==> src/rtl/a2s_conv_scheduler.sv <==
// rtl/a2s_conv_scheduler.sv - round-robin scheduler sharing one ANN-to-SNN rate converter among NUM_CH channels; optional WAIT watchdog via A2S_SCHED_WATCHDOG_EN
module a2s_conv_scheduler #(
    parameter int NUM_CH      = 4,
    parameter int DATA_WIDTH  = 8,
    parameter int T           = 4,
    parameter int CH_W        = $clog2(NUM_CH),
    parameter int WDOG_CYCLES = 64
) (
    input  logic                         clk,
    input  logic                         rst_n,
    input  logic [NUM_CH-1:0]            req_valid,
    input  logic [NUM_CH*DATA_WIDTH-1:0] req_data,
    output logic [NUM_CH-1:0]            req_ready,
    output logic [DATA_WIDTH-1:0]        conv_data_in,
    output logic                         conv_data_valid,
    input  logic [T-1:0]                 conv_spike_out,
    input  logic                         conv_spike_valid,
    output logic                         rsp_valid,
    output logic [T-1:0]                 rsp_spikes,
    output logic [CH_W-1:0]              rsp_ch,
    input  logic                         rsp_ready,
    output logic                         busy,
    output logic                         err_timeout
);

    localparam int CNT_W = $clog2(T + 1);

    typedef enum logic [2:0] {
        S_IDLE,
        S_PRIME,
        S_FEED,
        S_WAIT,
        S_RESP,
        S_DRAIN
    } state_t;

    state_t                  state_q;
    state_t                  state_d;
    logic [CH_W-1:0]         rr_ptr_q;
    logic [CH_W-1:0]         grant_q;
    logic [CNT_W-1:0]        word_cnt_q;
    logic [CH_W-1:0]         cand;
    logic [CH_W-1:0]         pick;
    logic                    found;
    logic                    grant_en;
    logic                    word_xfer;
    logic                    last_word;
    logic                    capture;
    logic                    rsp_done;
    logic                    wdog_fire;
    logic [DATA_WIDTH-1:0]   ch_word [NUM_CH];

    if (NUM_CH < 2 || T < 1 || DATA_WIDTH < 1 || WDOG_CYCLES < 1) begin : g_bad_params
        $error("a2s_conv_scheduler: illegal parameter value");
    end

    for (genvar i = 0; i < NUM_CH; i++) begin : g_ch_word
        assign ch_word[i] = req_data[i*DATA_WIDTH +: DATA_WIDTH];
    end

    assign last_word = (word_cnt_q == CNT_W'(T - 1));
    assign busy      = (state_q != S_IDLE);

    // Round-robin search: first requesting channel starting just after the last grant
    always_comb begin
        found = 1'b0;
        pick  = '0;
        cand  = '0;
        for (int i = 1; i <= NUM_CH; i++) begin
            cand = CH_W'((int'(rr_ptr_q) + i) % NUM_CH);
            if (!found && req_valid[cand]) begin
                found = 1'b1;
                pick  = cand;
            end
        end
    end

    // State register
    always_ff @(posedge clk or negedge rst_n) begin
        if (!rst_n) begin
            state_q <= S_IDLE;
        end else begin
            state_q <= state_d;
        end
    end

    // Next-state and converter/request-side outputs
    always_comb begin
        state_d         = state_q;
        req_ready       = '0;
        conv_data_valid = 1'b0;
        conv_data_in    = '0;
        grant_en        = 1'b0;
        word_xfer       = 1'b0;
        capture         = 1'b0;
        rsp_done        = 1'b0;
        case (state_q)
            S_IDLE: begin
                if (found) begin
                    grant_en = 1'b1;
                    state_d  = S_PRIME;
                end
            end
            S_PRIME: begin
                // Zero-data strobe only wakes the converter into LOAD
                conv_data_valid = 1'b1;
                state_d         = S_FEED;
            end
            S_FEED: begin
                req_ready[grant_q] = 1'b1;
                conv_data_in       = ch_word[grant_q];
                conv_data_valid    = req_valid[grant_q];
                word_xfer          = req_valid[grant_q];
                if (word_xfer && last_word) begin
                    state_d = S_WAIT;
                end
            end
            S_WAIT: begin
                if (conv_spike_valid) begin
                    capture = 1'b1;
                    state_d = S_RESP;
                end else if (wdog_fire) begin
                    state_d = S_DRAIN;
                end
            end
            S_RESP: begin
                if (rsp_ready) begin
                    rsp_done = 1'b1;
                    state_d  = S_DRAIN;
                end
            end
            S_DRAIN: begin
                // Converter must be back in IDLE before the next PRIME
                if (!conv_spike_valid) begin
                    state_d = S_IDLE;
                end
            end
            default: state_d = S_IDLE;
        endcase
    end

    // Grant, word counter and response registers
    always_ff @(posedge clk or negedge rst_n) begin
        if (!rst_n) begin
            rr_ptr_q   <= CH_W'(NUM_CH - 1);
            grant_q    <= '0;
            word_cnt_q <= '0;
            rsp_valid  <= 1'b0;
            rsp_spikes <= '0;
            rsp_ch     <= '0;
        end else begin
            if (grant_en) begin
                grant_q  <= pick;
                rr_ptr_q <= pick;
            end
            if (word_xfer) begin
                word_cnt_q <= last_word ? '0 : word_cnt_q + CNT_W'(1);
            end
            if (capture) begin
                rsp_valid  <= 1'b1;
                rsp_spikes <= conv_spike_out;
                rsp_ch     <= grant_q;
            end else if (rsp_done) begin
                rsp_valid  <= 1'b0;
            end
        end
    end

`ifdef A2S_SCHED_WATCHDOG_EN
    localparam int WD_W = $clog2(WDOG_CYCLES + 1);

    logic [WD_W-1:0] wdog_q;
    logic            err_q;

    assign wdog_fire   = (state_q == S_WAIT) && (wdog_q == WD_W'(WDOG_CYCLES - 1));
    assign err_timeout = err_q;

    // Cycles spent in WAIT; held at zero elsewhere so it is clear on WAIT entry
    always_ff @(posedge clk or negedge rst_n) begin
        if (!rst_n) begin
            wdog_q <= '0;
            err_q  <= 1'b0;
        end else begin
            if (state_q != S_WAIT || conv_spike_valid || wdog_fire) begin
                wdog_q <= '0;
            end else begin
                wdog_q <= wdog_q + WD_W'(1);
            end
            if (wdog_fire && !conv_spike_valid) begin
                err_q <= 1'b1;
            end
        end
    end
`else
    assign wdog_fire   = 1'b0;
    assign err_timeout = 1'b0;
`endif

endmodule

==> config.mk <==
export PLATFORM = sky130hd
export DESIGN_NAME = a2s_conv_scheduler
export DESIGN_NICKNAME = d
export VERILOG_FILES = /design/src/rtl/a2s_conv_scheduler.sv
export SDC_FILE = /design/constraint.sdc
export NUM_CORES = 1
export LEC_CHECK = 0
export BUFFER_PORTS_ARGS = -buffer_cell sky130_fd_sc_hd__buf_4
export CAP_MARGIN = 20
export CORE_ASPECT_RATIO = 1.2
export CORE_MARGIN = 2
export CORE_UTILIZATION = 48
export DETAILED_ROUTE_END_ITERATION = 8
export MAX_ROUTING_LAYER = met4
export PLACE_DENSITY_LB_ADDON = 0.3
export SLEW_MARGIN = 20
export SYNTH_ARGS = -nofsm -noshare
export SYNTH_HDL_FRONTEND = slang
export SYNTH_SLANG_ARGS = --single-unit
==> constraint.sdc <==
create_clock -name clk -period 2.86 [get_ports clk]
set_input_delay 0.143 -clock clk [delete_from_list [all_inputs] [get_ports clk]]
set_output_delay 0.143 -clock clk [all_outputs]
set_load 0.02 [all_outputs]
After elaboration in Yosys (flattened, before gate mapping):

Cells that the tools add are included.

* register bits after elaboration: 17
* latch bits: 0
* memory bits (writable): 0
* memory bits (read-only): 0
* input bits: 44
* output and inout bits: 22
* memories kept: 0

* add/subtract/negate cells: 5
* multiply operators: 0
* div/mod/pow operators: 0
* magnitude comparators: 7
* equal/unequal tests: 11
* shifts and indexed selects: 0
* muxes and demuxes: 42
* bitwise gates (word level): 1
* reductions and logical operators: 12

Operator list (count)
* two-way mux 8 bit: 3
* two-way mux 1 bit: 19
* two-way mux 3 bit: 6
* case mux 3 bit (6 select lines): 1
* binary-select mux 8 bit (select 2 bit): 1
* less-than comparator 2 x 3 -> 1 bit (second input constant): 5
* binary-select mux 1 bit (select 2 bit): 5
* != test 2 bit (second input constant): 5
* == test 3 x 2 -> 1 bit (second input constant): 3
* two-way mux 2 bit: 4
* == test 3 bit (second input constant): 2
* logical AND 1 bit: 5
* AND reduction 5 bit: 1
* adder 2 x 1 -> 2 bit (second input constant): 2
* adder 2 bit (second input constant): 2
* two-way mux 4 bit: 1
* adder 3 x 1 -> 3 bit (second input constant): 1
* == test 3 x 1 -> 1 bit (second input constant): 1
* >= comparator 3 bit (second input constant): 1
* zero test 1 bit: 3
* zero test 3 bit: 1
* NOT 2 -> 3 bit: 1
* nonzero test 3 bit: 1
* demux 1 bit (select 2 bit): 1
* 3 further kinds: 3

Logic depth before layout (Yosys ltp):

* word-level depth: 15
* mapped depth: 5
* depth with buffers taken out: 4

Worst setup path before layout:

Ideal clock, no wire load.

* path type: register to output
* start: register grant_q[0]
* end: output conv_data_valid
* arrival time: 1.436 ns
* required time: 2.717 ns
* slack: 1.281 ns
* cell stages (with the launch flop): 6
* buffers on the path: 1
* cell sequence: dfrtp_1 buf_6 mux4_2 nand2_1 mux2_2 nor2_1

* longest elaborated chain between the ends: 3

RTL lines
* start: declaration: line 40 `logic [CH_W-1:0] grant_q;`
* start signal: assignment: line 153 `grant_q <= pick;`
* binary-select mux 1 bit (select 2 bit): line 112 `conv_data_valid = req_valid[grant_q];`
* two-way mux 1 bit (implied by the code): line 112
* case mux 1 bit (2 select lines): line 97 `case (state_q)`
* end: declaration: line 15 `output logic conv_data_valid,`

Every way passes these cells. The select of a mux whose other input is x is not followed.

Worst setup path after layout:

Ends and elaborated chain as after synthesis.

==> results.toml <==
[min_path]
hold_path_end = "state_q[1]"
hold_path_depth = 2
hold_path.class = "in2reg"
min-delay-start = "conv_spike_valid"

[global_route]
grt_antenna_before_repair = 0
grt.total_usage_pct = 21.5
wire_length_of_the_first_global_routing_pass_um = 4730
maximum_number_of_pins_on_one_net_before_global_route_repair = 18
grt-ovfl-total = 0
grt_pass1_vias = 1109

[clock_network]
insertion_delay_ps = 290
postCtsResizedCells = 0
cts_made_buffers = 3
clkSlewWorstSetupHoldPaths_ps = 100
cts_tree = "done"
ctsLongestPathBuffers = 2
count_of_h_tree_levels_built_during_cts = 1
clock-sinks = 17
cts-root-buf = "sky130_fd_sc_hd__clkbuf_4"

[synth]
synth_xor_xnor_area_share_pct = 0
netlist_instances = 113
synth_enable_flop_cells = 0
synth.avg_cell_area_um2 = 10.7
yosys_warnings = 0
syn_area_um2 = 1210
synth_compound_gate_area_share_pct = 13.6
synth-seq-area-share_pct = 35.4
synth-simple-area-share_pct = 20.6
synth_mux_area_share_pct = 24.1
synth_cell_types = 36
synthesis.nets = 158
dominantRegCellSynth = "sky130_fd_sc_hd__dfrtp_1"
synth_fa_ha_area_share_pct = 1.04
postSynth.asyncResetShare_pct = 100
synth-seq-cells = 17
main_combinational_cell_family_by_area_after_synthesis = "multiplexers"

[cells_and_area]
share_of_final_layout_standard_cells_stronger_than_drive_strength_1_pct = 51.7
design.final.nets = 222
antenna_cells = 0
layout.cells.non_filler = 207
fillCellCount = 181
final_design_area_no_fill_um2 = 1720
area_growth_syn_to_layout_pct = 42.7

[sta]
grt_setup_unrepaired = "false"
post-route-worst-setup-slack_ps = 601
timing.clock.skew_ps = 5.19
maxSlewHeadroom_pct = 56.5
max_slew.worst_pin.slew_ps = 652
final.setup.tns_ps = 0
final-max-slew-violation-count = 0
min_period_ps = 2260
timing.final.setup_violations = 0
max_freq_ghz = 0.443
count_of_endpoints_failing_hold_in_the_final_timing_report = 0
final_min_period_over_clock_period_pct = 79.0

[place]
io_buffers = 64
place_area_um2 = 1690
pre_cts_ws_ps = 891
post-dp-hpwl_um = 2330
placed_cells_incl_taps = 202
place_congestion = 0.810

[drt]
post_drt_via_cell_ratio = 5.48
wl_per_cell_um = 13.6
detail_route.first_pass.iterations = 4
m1WireLength_um = 1030
drc = 0
dr.max_layer_used = "met4"
drt.antenna.violating_nets = 0
route.vias.total = 1135
dr.first_iter.drc_count = 15
met2RoutedLength_um = 1480
met3_length_um = 303
route.final.wire_length_um = 2820

[pwr]
static-leakage-power_nw = 0.803
worst_ir_drop_vdd_uv = 681
total_power_w = 0.00168
cellPowerDensity_nw_per_um2 = 978

[critical_path]
reg2regPathDepth = 4
crit_arrival_ps = 2120
critical_path_required_ps = 2720
timing.critical_path.slowest_cell_delay_ps = 770
timing.rr.end = "word_cnt_q[0]"
worstReg2RegStart = "grant_q[0]"
critical_path.cell_chain = "mux4_2 -> nand2_1 -> mux2_2 -> nor2_1 -> buf_4"
timing.reg2reg.setup_slack_ps = 1000
timing.critical_path.from_type = "flip-flop"
crit_type = "reg2out"
worstSetupEndpointType = "output port"
cpMaxStageDelayCell = "sky130_fd_sc_hd__dfrtp_1"
critPathMaxFanout = 15

[floorplan]
placementRows = 19
start_util_pct = 51.8
boundary_pin_count = 66
core_area_um2 = 2330
die_area_um2 = 2930
die_boundary_width_um = 49.8
fp.dieH_um = 58.9

[flow_run]
maxCapViolations = 0

[outcome]
run_status = "finished, final reports clean"
[power by group]
group	internal, W	switching (W)	total [W]
registers	0.000371	0.000177	0.000548
logic	0.000548	0.000463	0.00101
clock network	0.0000542	0.0000714	0.000126
total	0.000973	0.000711	0.00168
[layer usage]
metal / vias to the layer above / GRT usage, %
met5: - / -
met4: 0 / 6.35
met3: 2 / 5.84
met2: 60 / 40.4
met1: 534 / 21.7
li1: 539 / -
[cells in the final DEF (no fill, tap or decap), types with 2 or more instances in the layout]
cell	synthesis	layout
sky130_fd_sc_hd__a21oi_1	6	6
sky130_fd_sc_hd__a31oi_1	2	2
sky130_fd_sc_hd__and2_1	8	8
sky130_fd_sc_hd__buf_4	1	65
sky130_fd_sc_hd__clkbuf_4	0	3
sky130_fd_sc_hd__dfrtp_1	15	15
sky130_fd_sc_hd__dfstp_2	2	2
sky130_fd_sc_hd__inv_1	3	3
sky130_fd_sc_hd__mux2_2	7	7
sky130_fd_sc_hd__mux4_2	9	9
sky130_fd_sc_hd__nand2_1	7	7
sky130_fd_sc_hd__nand2b_1	4	4
sky130_fd_sc_hd__nor2_1	4	4
sky130_fd_sc_hd__nor2b_1	7	7
sky130_fd_sc_hd__nor3_1	3	3
sky130_fd_sc_hd__nor3b_1	3	3
sky130_fd_sc_hd__o21a_1	2	2
sky130_fd_sc_hd__o21ai_0	6	6
sky130_fd_sc_hd__o21bai_1	3	3
[stage by stage]
stage | util [%] | hold slack, ps
after floorplan | - | -153
final | 74.0 | 86.7
after CTS | 74.0 | 84.5
after global placement | 72.4 | 13.3
after global routing | 74.0 | 77.3
after detailed placement | 72.4 | 14.7
[flip-flops by register name, indices dropped and copies added, names as in the netlist]
register    count
rsp_spikes      4
state_q         3
word_cnt_q      3
grant_q         2
rr_ptr_q        2
rsp_ch          2
rsp_valid       1
[how the worst max path moves through the flow]
stage / start / end / slack [ps] / depth (start not counted)
after detailed placement: grant_q[0] / conv_data_valid / 890 / 5
after floorplan: grant_q[0] / conv_data_valid / 1280 / 5
final: grant_q[0] / conv_data_valid / 600 / 5
after global placement: grant_q[0] / conv_data_valid / 900 / 5
after CTS: grant_q[0] / conv_data_valid / 560 / 5
after global routing: grant_q[0] / conv_data_valid / 440 / 5
[cell type report]
type / instances / area [um^2] / share of cell area, %
clock buffers: 4 / 26.3 / 1.53
repair buffers: 66 / 498 / 28.9
well taps: 31 / 38.8 / 2.25
multi-input cells: 86 / 721 / 41.8
flip-flops and latches: 17 / 428 / 24.8
inverters: 3 / 11.3 / 0.654
[critical path: cells and delay by family, from the launching register on]
family                 cells  cell delay [ps]
and+or+nand+nor            2              130
buffers and inverters      1              160
DFF                        1              770
muxes                      2              780
[synth_stat cells, types with 2 or more instances]
cell / number / share of area (%)
sky130_fd_sc_hd__clkbuf_1: 2 / 0.62
sky130_fd_sc_hd__inv_1: 3 / 0.93
sky130_fd_sc_hd__and2_1: 8 / 4.1
sky130_fd_sc_hd__nand2_1: 7 / 2.2
sky130_fd_sc_hd__dfrtp_1: 15 / 31
sky130_fd_sc_hd__o21bai_1: 3 / 1.9
sky130_fd_sc_hd__mux4_2: 9 / 17
sky130_fd_sc_hd__a31oi_1: 2 / 1.0
sky130_fd_sc_hd__nor3_1: 3 / 1.2
sky130_fd_sc_hd__o21ai_0: 6 / 2.5
sky130_fd_sc_hd__o21a_1: 2 / 1.2
sky130_fd_sc_hd__buf_6: 2 / 1.9
sky130_fd_sc_hd__nor2b_1: 7 / 3.6
sky130_fd_sc_hd__nor2_1: 4 / 1.2
sky130_fd_sc_hd__nand2b_1: 4 / 2.1
sky130_fd_sc_hd__a21oi_1: 6 / 2.5
sky130_fd_sc_hd__nor3b_1: 3 / 1.9
sky130_fd_sc_hd__dfstp_2: 2 / 4.4
sky130_fd_sc_hd__buf_2: 2 / 0.83
sky130_fd_sc_hd__mux2_2: 7 / 6.5
[kinds of logic after synthesis]
| group | count (synthesis) |
|---|---|
| other | 1 |
| muxes | 17 |
| and+or+nand+nor | 42 |
| AOI/OAI and AO/OA | 25 |
| adders and majority gates | 1 |
| buffers and inverters | 10 |
| DFF | 17 |
[repair_timing]
item | 4_1_cts | 5_1_grt
hold buffers | 1 | 0
setup buffers | 0 | 0
hold endpoints to repair | 17 | 0
Power figures use the tool's default switching activity.
